`src/rtl/pwm_pkg.sv`:
```
// Shared encodings for the multi-channel PWM: counting modes and counter direction.
package pwm_pkg;

  localparam logic MODE_EDGE   = 1'b0;
  localparam logic MODE_CENTER = 1'b1;

  typedef enum logic {
    DIR_UP   = 1'b0,
    DIR_DOWN = 1'b1
  } dir_e;

endpackage

```
`src/rtl/pwm_multi_if.sv`:
```
// Register-side configuration and PWM output bundle for pwm_multi.
interface pwm_multi_if #(
  parameter int CH      = 4,
  parameter int CNT_W   = 10,
  parameter int PRESC_W = 8
);
  logic                  enable;
  logic                  mode;
  logic [PRESC_W-1:0]    prescale;
  logic [CNT_W-1:0]      period;
  logic [CH*CNT_W-1:0]   duty;
  logic [CH-1:0]         polarity;
  logic [CH-1:0]         ch_en;
  logic [CH-1:0]         pwm;
  logic                  period_tick;

  modport master (
    output enable, mode, prescale, period, duty, polarity, ch_en,
    input  pwm, period_tick
  );

  modport slave (
    input  enable, mode, prescale, period, duty, polarity, ch_en,
    output pwm, period_tick
  );
endinterface

```
`src/rtl/pwm_channel.sv`:
```
// One PWM channel: compares the shared counter with its duty, applies polarity,
// and falls back to the live idle level whenever the channel is not running.
module pwm_channel #(
  parameter int CNT_W = 10
) (
  input  logic             clk,
  input  logic             reset,
  input  logic             active,
  input  logic             ch_en,
  input  logic [CNT_W-1:0] cnt,
  input  logic [CNT_W-1:0] duty,
  input  logic             pol_sh,
  input  logic             pol_live,
  output logic             pwm
);
  logic raw;
  logic pwm_next;
  logic pwm_reg;

  always_comb begin
    raw      = (cnt < duty);
    pwm_next = pol_live;
    if (active && ch_en) begin
      pwm_next = raw ^ pol_sh;
    end
  end

  always_ff @(posedge clk or negedge reset) begin
    if (!reset) begin
      pwm_reg <= 1'b0;
    end else begin
      pwm_reg <= pwm_next;
    end
  end

  assign pwm = pwm_reg;
endmodule

```
`src/rtl/pwm_multi.sv`:
```
// Multi-channel PWM: shared prescaler/counter timebase with double-buffered
// settings, feeding CH compare channels.
module pwm_multi
  import pwm_pkg::*;
#(
  parameter int CH      = 4,
  parameter int CNT_W   = 10,
  parameter int PRESC_W = 8
) (
  input  logic        clk,
  input  logic        reset,
  pwm_multi_if.slave  bus
);
  logic [PRESC_W-1:0]  presc_reg, presc_next, prescale_sh_reg;
  logic [CNT_W-1:0]    cnt_reg, cnt_next, period_sh_reg;
  dir_e                dir_reg, dir_next;
  logic [CH*CNT_W-1:0] duty_sh_reg;
  logic [CH-1:0]       polarity_sh_reg;
  logic                mode_sh_reg;
  logic                enable_d_reg;
  logic                period_tick_reg;
  logic                run, tick, boundary, load_sh;
  logic [CNT_W-1:0]    top;
  logic [CH-1:0]       pwm_bits;

  // The rising-enable clock only loads shadows; counting starts on the next clock.
  assign run  = bus.enable & enable_d_reg;
  assign tick = run && (presc_reg == prescale_sh_reg);
  assign top  = (period_sh_reg == '0) ? CNT_W'(1) : period_sh_reg;

  always_comb begin
    presc_next = presc_reg;
    cnt_next   = cnt_reg;
    dir_next   = dir_reg;
    boundary   = 1'b0;
    if (!run) begin
      presc_next = '0;
      cnt_next   = '0;
      dir_next   = DIR_UP;
    end else if (tick) begin
      presc_next = '0;
      case (mode_sh_reg)
        MODE_EDGE: begin
          dir_next = DIR_UP;
          if (cnt_reg >= period_sh_reg) begin
            boundary = 1'b1;
            cnt_next = '0;
          end else begin
            cnt_next = cnt_reg + CNT_W'(1);
          end
        end
        MODE_CENTER: begin
          // Turnaround ticks hold the count so top and bottom each last two ticks.
          if (dir_reg == DIR_UP) begin
            if (cnt_reg >= top - CNT_W'(1)) dir_next = DIR_DOWN;
            else                            cnt_next = cnt_reg + CNT_W'(1);
          end else if (cnt_reg == '0) begin
            boundary = 1'b1;
            dir_next = DIR_UP;
          end else begin
            cnt_next = cnt_reg - CNT_W'(1);
          end
        end
      endcase
    end else begin
      presc_next = presc_reg + PRESC_W'(1);
    end
    load_sh = (bus.enable & ~enable_d_reg) | boundary;
  end

  always_ff @(posedge clk or negedge reset) begin
    if (!reset) begin
      presc_reg       <= '0;
      cnt_reg         <= '0;
      dir_reg         <= DIR_UP;
      prescale_sh_reg <= '0;
      period_sh_reg   <= '0;
      duty_sh_reg     <= '0;
      polarity_sh_reg <= '0;
      mode_sh_reg     <= MODE_EDGE;
      enable_d_reg    <= 1'b0;
      period_tick_reg <= 1'b0;
    end else begin
      presc_reg       <= presc_next;
      cnt_reg         <= cnt_next;
      dir_reg         <= dir_next;
      enable_d_reg    <= bus.enable;
      period_tick_reg <= boundary;
      if (load_sh) begin
        prescale_sh_reg <= bus.prescale;
        period_sh_reg   <= bus.period;
        duty_sh_reg     <= bus.duty;
        polarity_sh_reg <= bus.polarity;
        mode_sh_reg     <= bus.mode;
      end
    end
  end

  for (genvar gi = 0; gi < CH; gi++) begin : g_ch
    pwm_channel #(.CNT_W(CNT_W)) u_ch (
      .clk     (clk),
      .reset   (reset),
      .active  (run),
      .ch_en   (bus.ch_en[gi]),
      .cnt     (cnt_reg),
      .duty    (duty_sh_reg[gi*CNT_W +: CNT_W]),
      .pol_sh  (polarity_sh_reg[gi]),
      .pol_live(bus.polarity[gi]),
      .pwm     (pwm_bits[gi])
    );
  end

  assign bus.pwm         = pwm_bits;
  assign bus.period_tick = period_tick_reg;
endmodule

```
`src/flat_wrapper.sv`:
```
// flat-port wrapper written by rule: the top's interface ports become plain ports
module pwm_multi_flat import pwm_pkg::*;
#(
  parameter int CH      = 4,
  parameter int CNT_W   = 10,
  parameter int PRESC_W = 8
)
  (clk, reset, bus_enable, bus_mode, bus_prescale, bus_period, bus_duty, bus_polarity, bus_ch_en, bus_pwm, bus_period_tick);
  pwm_multi_if #(.CH(CH), .CNT_W(CNT_W), .PRESC_W(PRESC_W)) bus_i ();
  input  logic clk;
  input  logic reset;
  input wire logic [$bits(bus_i.enable)-1:0] bus_enable;
  input wire logic [$bits(bus_i.mode)-1:0] bus_mode;
  input wire logic [$bits(bus_i.prescale)-1:0] bus_prescale;
  input wire logic [$bits(bus_i.period)-1:0] bus_period;
  input wire logic [$bits(bus_i.duty)-1:0] bus_duty;
  input wire logic [$bits(bus_i.polarity)-1:0] bus_polarity;
  input wire logic [$bits(bus_i.ch_en)-1:0] bus_ch_en;
  output wire logic [$bits(bus_i.pwm)-1:0] bus_pwm;
  output wire logic [$bits(bus_i.period_tick)-1:0] bus_period_tick;
  assign bus_i.enable = bus_enable;
  assign bus_i.mode = bus_mode;
  assign bus_i.prescale = bus_prescale;
  assign bus_i.period = bus_period;
  assign bus_i.duty = bus_duty;
  assign bus_i.polarity = bus_polarity;
  assign bus_i.ch_en = bus_ch_en;
  assign bus_pwm = bus_i.pwm;
  assign bus_period_tick = bus_i.period_tick;
  pwm_multi #(.CH(CH), .CNT_W(CNT_W), .PRESC_W(PRESC_W)) u_core (.clk(clk), .reset(reset), .bus(bus_i));
endmodule
```
`config.mk`:
```
export PLATFORM = sky130hd
export DESIGN_NAME = pwm_multi_flat
export DESIGN_NICKNAME = d
export VERILOG_FILES = /design/src/rtl/pwm_pkg.sv /design/src/rtl/pwm_multi_if.sv /design/src/rtl/pwm_channel.sv /design/src/rtl/pwm_multi.sv /design/src/flat_wrapper.sv
export SDC_FILE = /design/constraint.sdc
export NUM_CORES = 1
export LEC_CHECK = 0
export ABC_CLOCK_PERIOD_IN_PS = 4190
export CORE_MARGIN = 2
export CORE_UTILIZATION = 25
export DETAILED_ROUTE_END_ITERATION = 6
export PLACE_DENSITY_LB_ADDON = 0.3
export SLEW_MARGIN = 30
export SYNTH_ARGS = -nofsm -noshare
export SYNTH_HDL_FRONTEND = slang
export SYNTH_SLANG_ARGS = --single-unit
```
`constraint.sdc`:
```
create_clock -name clk -period 4.19 [get_ports clk]
set_clock_uncertainty 0.05 [all_clocks]
set_input_delay 0.6285 -clock clk [delete_from_list [all_inputs] [get_ports clk]]
set_output_delay 0.6285 -clock clk [all_outputs]
set_load 0.01 [all_outputs]
```
==> metrics.txt, run 1 <==
Antenna diodes=0; total negative setup slack=0 ns; EDFF count, synth=0; Yosys Warn Count=0; total CTS buffers=9; post-synthesis sequential area ratio=38.0%; highest metal used=met4; Yosys top cell area share=38.0%; io pins=75; Hold/Removal Path Class=primary input to asynchronous set/reset pin; Setup CP Type=flop to flop; Post-CTS Setup Bufs=0; pre-CTS setup slack=about 0.32 ns; full die area=24,400 um^2; Net Count, Synth=651; DR pass1 iterations=4; Buf/Inv on CP=2; die height=approximately 160 um; Via density=roughly 4.5; M1 WL=between 6000 and 7000 um; crit path DAT=approximately 4 ns; Final Cycle Share=approximately nine tenths; Max-slew headroom=between 50 and 60%; routed length per placed instance=around 15 um; GRT Overall Usage=between 10% and 20%; LEAKAGE=3.31 nW; CP required=about 4.4 ns; synthesis-stage register bit count=88; worst slew pin tran=about 0.66 ns; fmax=approximately 270 MHz; fin area=about 7000 um^2; total routed wirelength=about 14,000 um; max incr delay on CP=0.46 ns; largest net degree at the start of global routing=67; crit-path cells=nor2_2 > nand2_1 > nor4_2 > a31oi_1 > ha_1 > nand2_1 > xnor2_1 > ha_1 > a211oi_1 > o21ai_1 > a2111oi_0 > buf_4 > o21ai_1 > buf_4 > a41o_1 > a22o_1; core area=between 20,000 and 25,000 um^2; status=finished clean; final global-route overflow total=0; most common cell in the netlist=dfrtp_1; initial antenna violation count=0; Antenna Nets Post-Route=0; CP top delay family=compound AO/OA/AOI/OAI gates; VDD IR max=about 0.15 mV; fraction of registers with async set/reset=100%; Fin. Hold Viols=0; filler cell count=2,350; CTS tree=built; drt drc=0; CP Capture Type=flop; Mapped Cells=520; first-pass GRT wire length=about 23,000 um; clock slew at reported path FFs=roughly 0.070 ns; via count=4,029; Placed Instance Area=between 6000 and 7000 um^2; crit path time final=3.72 ns; Worst Path Max Fanout=13; fraction of layout cells with a size suffix above 1=between 15 and 20%; Clock Sinks=88; root buf cell=clkbuf_16; Initial Util=between 20 and 30%; Main synth FF type=dfrtp_1; Multi-input gate area=3180 um^2; final setup fails=0; Synth Cell Area=between 5000 and 6000 um^2; hold buffer count at CTS=0; critical path's slowest cell=a2111oi_0; initial DRC count=between 150 and 200; routed length on met3=~690 um; dpl hpwl=9800 um; CTS Buffer Depth=2; RSZ-0062 raised after global routing=no; crit start category=flop; max reg flops=40; die width=between 150 and 200 um; global placement routability congestion=0.809; H-tree Lvls=3; nets@finish=around 730; Avg Cell Area, Syn=around 11 um^2; Core Util, Final=31.4%; Max-Cap Viols=0; Pwr Total=~2.5 mW; Post-synth top cells=88 x dfrtp_1, 61 x ha_1, 60 x mux2_4; setup ws final=between 0.4 and 0.5 ns; Slew Viols, Final=0; P per Cell Area=351 nW/um^2; number of global-route vias before repair=roughly 4,300; Synth area leader=dfrtp_1; layout overhead on the synthesized area=23.0%; worst-skew pair later-pin latency=between 0.3 and 0.4 ns; FP Rows=55; cells taking the most area after synthesis=dfrtp_1 38%, mux2_4 16%, ha_1 13%, inv_1 3.6%, xnor2_1 2.6%; Distinct cells, synth=53; register area=between 2000 and 2500 um^2; DR WL met2=between 6000 and 7000 um; Buffers on Ports=74
==> worst reg2reg max path, stage by stage (launching register included) <==
cell and delay, ns:
dfrtp_1 0.43, nor2_2 0.24, nand2_1 0.12, nor4_2 0.29
a31oi_1 0.18, ha_1 0.26, nand2_1 0.09, xnor2_1 0.07
ha_1 0.19, a211oi_1 0.23, o21ai_1 0.10, a2111oi_0 0.46
buf_4 0.21, o21ai_1 0.09, buf_4 0.22, a41o_1 0.22
a22o_1 0.17
==> placed cells by master, fill, tap and decap left out, types with 16 or more instances in the layout <==
cell type        count
nand2_1             28
mux2_4              60
ha_1                61
clkdlybuf4s50_1     73
nand3_1             16
xnor2_1             17
a21oi_1             19
dfrtp_1             88
nor2_1              20
inv_1               56
==> path summary, 6_finish.rpt <==
kind	cells past startpoint	to	startpoint	slack, ns
max in group asynchronous	2	u_core.duty_sh_reg[17]	reset	3.11
setup reg to reg	16	u_core.cnt_reg[3]	u_core.period_sh_reg[2]	0.47
hold / removal	1	u_core.prescale_sh_reg[7]	reset	0.22
hold reg to reg	1	u_core.duty_sh_reg[37]	u_core.duty_sh_reg[37]	0.44
setup / recovery	16	u_core.cnt_reg[3]	u_core.period_sh_reg[2]	0.47
min in group clk	1	u_core.duty_sh_reg[37]	u_core.duty_sh_reg[37]	0.44
==> kinds of logic after synthesis <==
group,synth area share [%]
compound gates,12.5
mux,16.1
buf+inv,7.25
simple gates,8.40
xor+xnor,4.53
fa+ha+maj,13.2
flops,38.0
==> repair_timing <==
item / CTS / global route
setup endpoints to repair: 0 / 9
endpoints found under the hold margin: 0 / 0
gates resized for setup: 0 / 2
==> cell type report <==
cell class	count	share of cell area, %
Multi-Input combinational cell	356	44.7
Clock inverter	7	1.44
Timing Repair Buffer	86	11.8
Clock buffer	9	3.16
Inverter	57	3.00
Tap cell	285	5.00
Sequential cell	88	30.9
==> report_power, final <==
part           total (mW)  switching (mW)  leakage (nW)  internal (mW)
clock               0.893           0.364         0.157          0.529
combinational       0.567           0.242          2.08          0.326
sequential           1.04          0.0889          1.07          0.950
==> metrics by stage <==
stage          cells  hold slack (ns)
6_report         888            0.221
3_5_place_dp     872            0.428
5_1_grt          888            0.274
4_1_cts          888            0.377
2_1_floorplan    520            0.283
3_3_place_gp     872            0.420
==> layer usage <==
metal	GRT usage [%]	vias to the layer above
met1	16.0	1927
met2	18.8	73
met4	3.32	0
li1	-	2016
met5	0	-
met3	3.38	13
(Power assumes the default switching activity.)
==> run 2: changes to the inputs <==
--- a/config.mk
+++ b/config.mk
@@ -6,6 +6,7 @@
 export NUM_CORES = 1
 export LEC_CHECK = 0
 export ABC_CLOCK_PERIOD_IN_PS = 4190
+export CAP_MARGIN = 40
 export CORE_MARGIN = 2
 export CORE_UTILIZATION = 25
 export DETAILED_ROUTE_END_ITERATION = 6
==> metrics.txt, run 2 (synthesis gave the netlist of run 1 again) <==
P per Cell Area=336 nW/um^2 (-4.3%); first-pass GRT wire length=22,600 um (-0.42%); most frequent cells in the layout=88 x dfrtp_1, 73 x clkdlybuf4s50_1, 61 x ha_1; total routed wirelength=13,600 um (-0.20%); CP Capture Type=flop; total negative setup slack=0 ns (unchanged); via count=4,028 (-0.025%); Clock Sinks=88 (unchanged); Buf/Inv on CP=2 (unchanged); global placement routability congestion=0.809 (unchanged); nets@finish=730 (+0.14%); RSZ-0062 raised after global routing=no; CTS Buffer Depth=2 (unchanged); Pwr Total=2.38 mW (-4.6%); Hold/Removal Path Class=primary input to asynchronous set/reset pin; Placed Instance Area=6820 um^2 (+0.41%); DR pass1 iterations=4 (unchanged); CP top delay family=compound AO/OA/AOI/OAI gates; largest net degree at the start of global routing=43 (-36%); die height=156 um (unchanged); root buf cell=clkbuf_16; LEAKAGE=3.30 nW (-0.38%); routed length per placed instance=15.3 um (-0.31%); fraction of layout cells with a size suffix above 1=16.2% (-0.027 points); Antenna Nets Post-Route=0 (unchanged); initial antenna violation count=0 (unchanged); final setup fails=0 (unchanged); critical path's slowest cell=a2111oi_0; drt drc=0 (unchanged); Slew Viols, Final=0 (unchanged); core area=22,700 um^2 (unchanged); full die area=24,400 um^2 (unchanged); H-tree Lvls=3 (unchanged); CP required=4.39 ns (about the same); clock slew at reported path FFs=0.07 ns (about the same); number of global-route vias before repair=4,215 (-1.6%); commonest non-fill, non-tap cell in the layout=dfrtp_1; Core Util, Final=31.3% (-0.12 points); fin area=7100 um^2 (-0.37%); Initial Util=25.5% (unchanged); FP Rows=55 (unchanged); initial DRC count=194 (+27%); crit start category=flop; die width=156 um (unchanged); layout overhead on the synthesized area=22.5%; worst-skew pair later-pin latency=0.36 ns (about the same); Final Cycle Share=90.3% (+1.5 points); Setup CP Type=flop to flop; Worst Path Max Fanout=13 (unchanged); pre-CTS setup slack=0.311 ns (-0.00904 ns); Via density=4.53 (-0.14%); io pins=75 (unchanged); FF-to-FF setup slack=0.41 ns (-0.06 ns); crit path DAT=3.98 ns (+0.07 ns); fmax=264 MHz (-1.6%); final global-route overflow total=0 (unchanged); CTS tree=built; max incr delay on CP=0.45 ns (about the same); setup ws final=0.406 ns (-0.0618 ns); hold buffer count at CTS=0 (unchanged); filler cell count=2,328 (-0.94%); status=finished clean; Fin. Hold Viols=0 (unchanged); VDD IR max=0.140 mV (-6.6%); crit path time final=3.78 ns (+0.0618 ns); GRT Overall Usage=11.9% (+0.024 points); Max-slew headroom=61.7% (+5.5 points); total CTS buffers=9 (unchanged); Buffers on Ports=74 (unchanged); Antenna diodes=0 (unchanged); Max-Cap Viols=0 (unchanged); worst slew pin tran=0.575 ns (-0.0824 ns); crit-path cells=nor2_1 > nand2_1 > nor4_2 > a31oi_1 > ha_1 > nand2_1 > xnor2_1 > ha_1 > a211oi_1 > o21ai_1 > a2111oi_0 > buf_4 > o21ai_1 > buf_4 > a41o_1 > a22o_1; max reg flops=40 (unchanged); dpl hpwl=9930 um (+1.3%)
[run 2: per-layer routing]
metal | GRT usage, % | routed length (um)
met5 | 0 | 0
met4 | 3.36 | 112
met3 | 3.16 | 721
met2 | 18.3 | 5920
met1 | 16.5 | 6880
[run 2: cell type report]
class / instances / area, um^2 / area share, %
clock inverters: 7 / 55.1 / 0.775
repair buffers: 87 / 868 / 12.2
well taps: 285 / 357 / 5.02
inverters: 57 / 214 / 3.01
flip-flops and latches: 88 / 2200 / 31.0
multi-input cells: 356 / 3180 / 44.8
clock buffers: 9 / 225 / 3.17
[run 2: power by group]
group          internal, mW  switching (mW)
logic                 0.328           0.241
clock network         0.407           0.371
registers             0.950          0.0873
total                  1.68           0.699
[run 2: path summary, 6_finish.rpt]
check | end | depth (start not counted) | start
max in group asynchronous | u_core.g_ch[3].u_ch.pwm | 2 | reset
worst min-delay path | u_core.presc_reg[7] | 1 | reset
worst max-delay path | u_core.cnt_reg[3] | 16 | u_core.period_sh_reg[2]
min in group clk | u_core.duty_sh_reg[38] | 1 | u_core.duty_sh_reg[38]
worst min register to register | u_core.duty_sh_reg[38] | 1 | u_core.duty_sh_reg[38]
worst max register to register | u_core.cnt_reg[3] | 16 | u_core.period_sh_reg[2]
[run 2: through the flow]
stage	std cells	hold slack (ns)
final	889	0.130
after global routing	889	0.143
after CTS	889	0.133
after detailed placement	873	0.432
after global placement	872	0.420
after floorplan	520	0.283
[run 2: timing repair]
action | in CTS | in global routing
setup buffers | 0 | 0
resized for setup | 0 | 1
endpoints found under the hold margin | 0 | 0
endpoints found under the setup margin | 0 | 10
==> run 3: changes to the inputs <==
--- a/config.mk
+++ b/config.mk
@@ -5,10 +5,11 @@
 export SDC_FILE = /design/constraint.sdc
 export NUM_CORES = 1
 export LEC_CHECK = 0
-export ABC_CLOCK_PERIOD_IN_PS = 4190
+export ABC_CLOCK_PERIOD_IN_PS = 4120
 export CAP_MARGIN = 40
 export CORE_MARGIN = 2
 export CORE_UTILIZATION = 25
+export CTS_CLUSTER_SIZE = 16
 export DETAILED_ROUTE_END_ITERATION = 6
 export PLACE_DENSITY_LB_ADDON = 0.3
 export SLEW_MARGIN = 30
==> constraint.sdc (replaced) <==
create_clock -name clk -period 4.12 [get_ports clk]
set_clock_uncertainty 0.05 [all_clocks]
set_input_delay 0.618 -clock clk [delete_from_list [all_inputs] [get_ports clk]]
set_output_delay 0.618 -clock clk [all_outputs]
set_load 0.01 [all_outputs]
==> metrics.txt, run 3 (synthesis gave the netlist of run 1 again) <==
status=finished clean; Initial Util=25.5% (unchanged); Hold WS=0.0897 ns (-0.0402 ns); Slew Viols, Final=0 (unchanged); pre-CTS setup slack=0.268 ns (-0.0430 ns); number of global-route vias before repair=4,182 (-0.78%); drt drc=0 (unchanged); hold buffer count at CTS=0 (unchanged); initial DRC count=124 (-36%); Post-CTS Setup Bufs=0 (unchanged); fmax=274 MHz (+3.5%); nets@finish=731 (+0.14%); VDD IR max=0.139 mV (-0.89%); LEAKAGE=3.30 nW (about the same); root buf cell=clkbuf_16; filler cell count=2,327 (-0.043%); Placed Instance Area=6800 um^2 (-0.29%); largest net degree at the start of global routing=58 (+35%); total negative setup slack=0 ns (unchanged); total routed wirelength=13,500 um (-0.65%); final global-route overflow total=0 (unchanged); worst slew pin tran=0.578 ns (+0.00257 ns); fraction of layout cells with a size suffix above 1=16.4% (+0.14 points); final setup fails=0 (unchanged); clock slew at reported path FFs=0.07 ns (about the same); die width=156 um (unchanged); CTS Buffer Depth=2 (unchanged); Worst Path Max Fanout=13 (unchanged); CTS tree=built; placed cells=873 (unchanged); via count=4,018 (-0.25%); Crit. Startpoint=u_core.period_sh_reg[2]; GRT Overall Usage=11.8% (-0.14 points); layout overhead on the synthesized area=22.6% (about the same); first-pass GRT wire length=22,300 um (-1.0%); most frequent cells in the layout=88 x dfrtp_1, 73 x clkdlybuf4s50_1, 61 x ha_1; fin area=7110 um^2 (about the same); cts repair resizes=0 (unchanged); FP Rows=55 (unchanged); Antenna diodes=0 (unchanged); Final Cycle Share=88.7% (-1.6 points); RR Startpoint=u_core.period_sh_reg[2]; worst-skew pair later-pin latency=0.35 ns (about the same); crit start category=flop; CP Capture Type=flop; full die area=24,400 um^2 (unchanged); RSZ-0062 raised after global routing=no; core area=22,700 um^2 (unchanged); Via density=4.51 (-0.36%); CP required=4.30 ns (-0.09 ns); Fin. Hold Viols=0 (unchanged); Hold/Removal Path Class=primary input to asynchronous set/reset pin; max reg flops=40 (unchanged); Setup CP Type=flop to flop; io pins=75 (unchanged); routed length per placed instance=15.2 um (-0.76%); commonest non-fill, non-tap cell in the layout=dfrtp_1; die height=156 um (unchanged); crit path time final=3.65 ns (-0.129 ns); initial antenna violation count=0 (unchanged); dpl hpwl=9830 um (-1.0%); P per Cell Area=341 nW/um^2 (+1.7%); Antenna Nets Post-Route=0 (unchanged); Clock Sinks=88 (unchanged); Buffers on Ports=74 (unchanged); Max-slew headroom=61.5% (-0.17 points); global placement routability congestion=0.781 (-3.5%); Max-Cap Viols=0 (unchanged); post-route insts no fill=890 (+0.11%); crit path DAT=3.84 ns (-0.14 ns); setup ws final=0.465 ns (+0.0589 ns); DR pass1 iterations=4 (unchanged); H-tree Lvls=3 (unchanged); total CTS buffers=9 (unchanged)
run 3: changes by cell type in the layout (fill, tap and decap cells not counted):
cell	delta
clkbuf_8	+1
clkinv_2	-1
nor2_2	+1
buf_12	+1
nor2_1	-1
inv_6	-1
buf_4	+1
clkbuf_1	+1
buf_16	-1
run 3: metal layers:
| layer | routed length [um] | share of wire, % | global-route usage (%) | up-vias |
|---|---|---|---|---|
| li1 | - | - | - | 2023 |
| met1 | 6810 | 50 | 16.3 | 1905 |
| met2 | 5850 | 43 | 18.1 | 78 |
| met3 | 746 | 5.5 | 3.41 | 12 |
| met4 | 138 | 1.0 | 3.06 | 0 |
| met5 | 0 | 0 | 0 | - |
run 3: worst paths after layout:
| path | end | slack, ns | cells after the start |
|---|---|---|---|
| max in group asynchronous | u_core.polarity_sh_reg[0] | 3.12 | 3 |
| max | u_core.cnt_reg[4] | 0.47 | 16 |
| min in group clk | u_core.duty_sh_reg[38] | 0.45 | 1 |
| max reg2reg | u_core.cnt_reg[4] | 0.47 | 16 |
| min reg2reg | u_core.duty_sh_reg[38] | 0.45 | 1 |
| min | u_core.prescale_sh_reg[1] | 0.09 | 1 |
run 3: where the power goes:
group          switching [mW]  internal, mW  leakage, nW
Combinational           0.244         0.333         2.10
Sequential             0.0888         0.966         1.07
Clock                   0.364         0.430        0.132
run 3: area by class of cell:
| cell class | count | area [um^2] | share of cell area [%] |
|---|---|---|---|
| inverter | 57 | 214 | 3.01 |
| timing repair buffer | 88 | 868 | 12.2 |
| clock buffer | 11 | 243 | 3.41 |
| multi-input combinational | 356 | 3180 | 44.8 |
| clock inverter | 5 | 41.3 | 0.581 |
| tap | 285 | 357 | 5.02 |
| sequential | 88 | 2200 | 31.0 |
run 3: worst max-delay path, stage by stage, from the launching register on:
cell       delay, ns
dfrtp_1         0.42
nor2_2          0.23
nand2_1         0.12
nor4_2          0.28
a31oi_1         0.18
ha_1            0.27
nand2_1         0.09
xnor2_1         0.06
ha_1            0.19
a211oi_1        0.24
o21ai_1         0.09
a2111oi_0       0.44
buf_4           0.20
o21ai_1         0.08
buf_4           0.21
a41o_1          0.21
a22o_1          0.17
run 3: through the flow:
step,total power [mW],util (%)
after floorplan,1.46,-
after global placement,1.65,29.9
after detailed placement,1.65,29.9
after CTS,2.46,31.2
after global routing,2.59,31.3
final,2.43,31.3
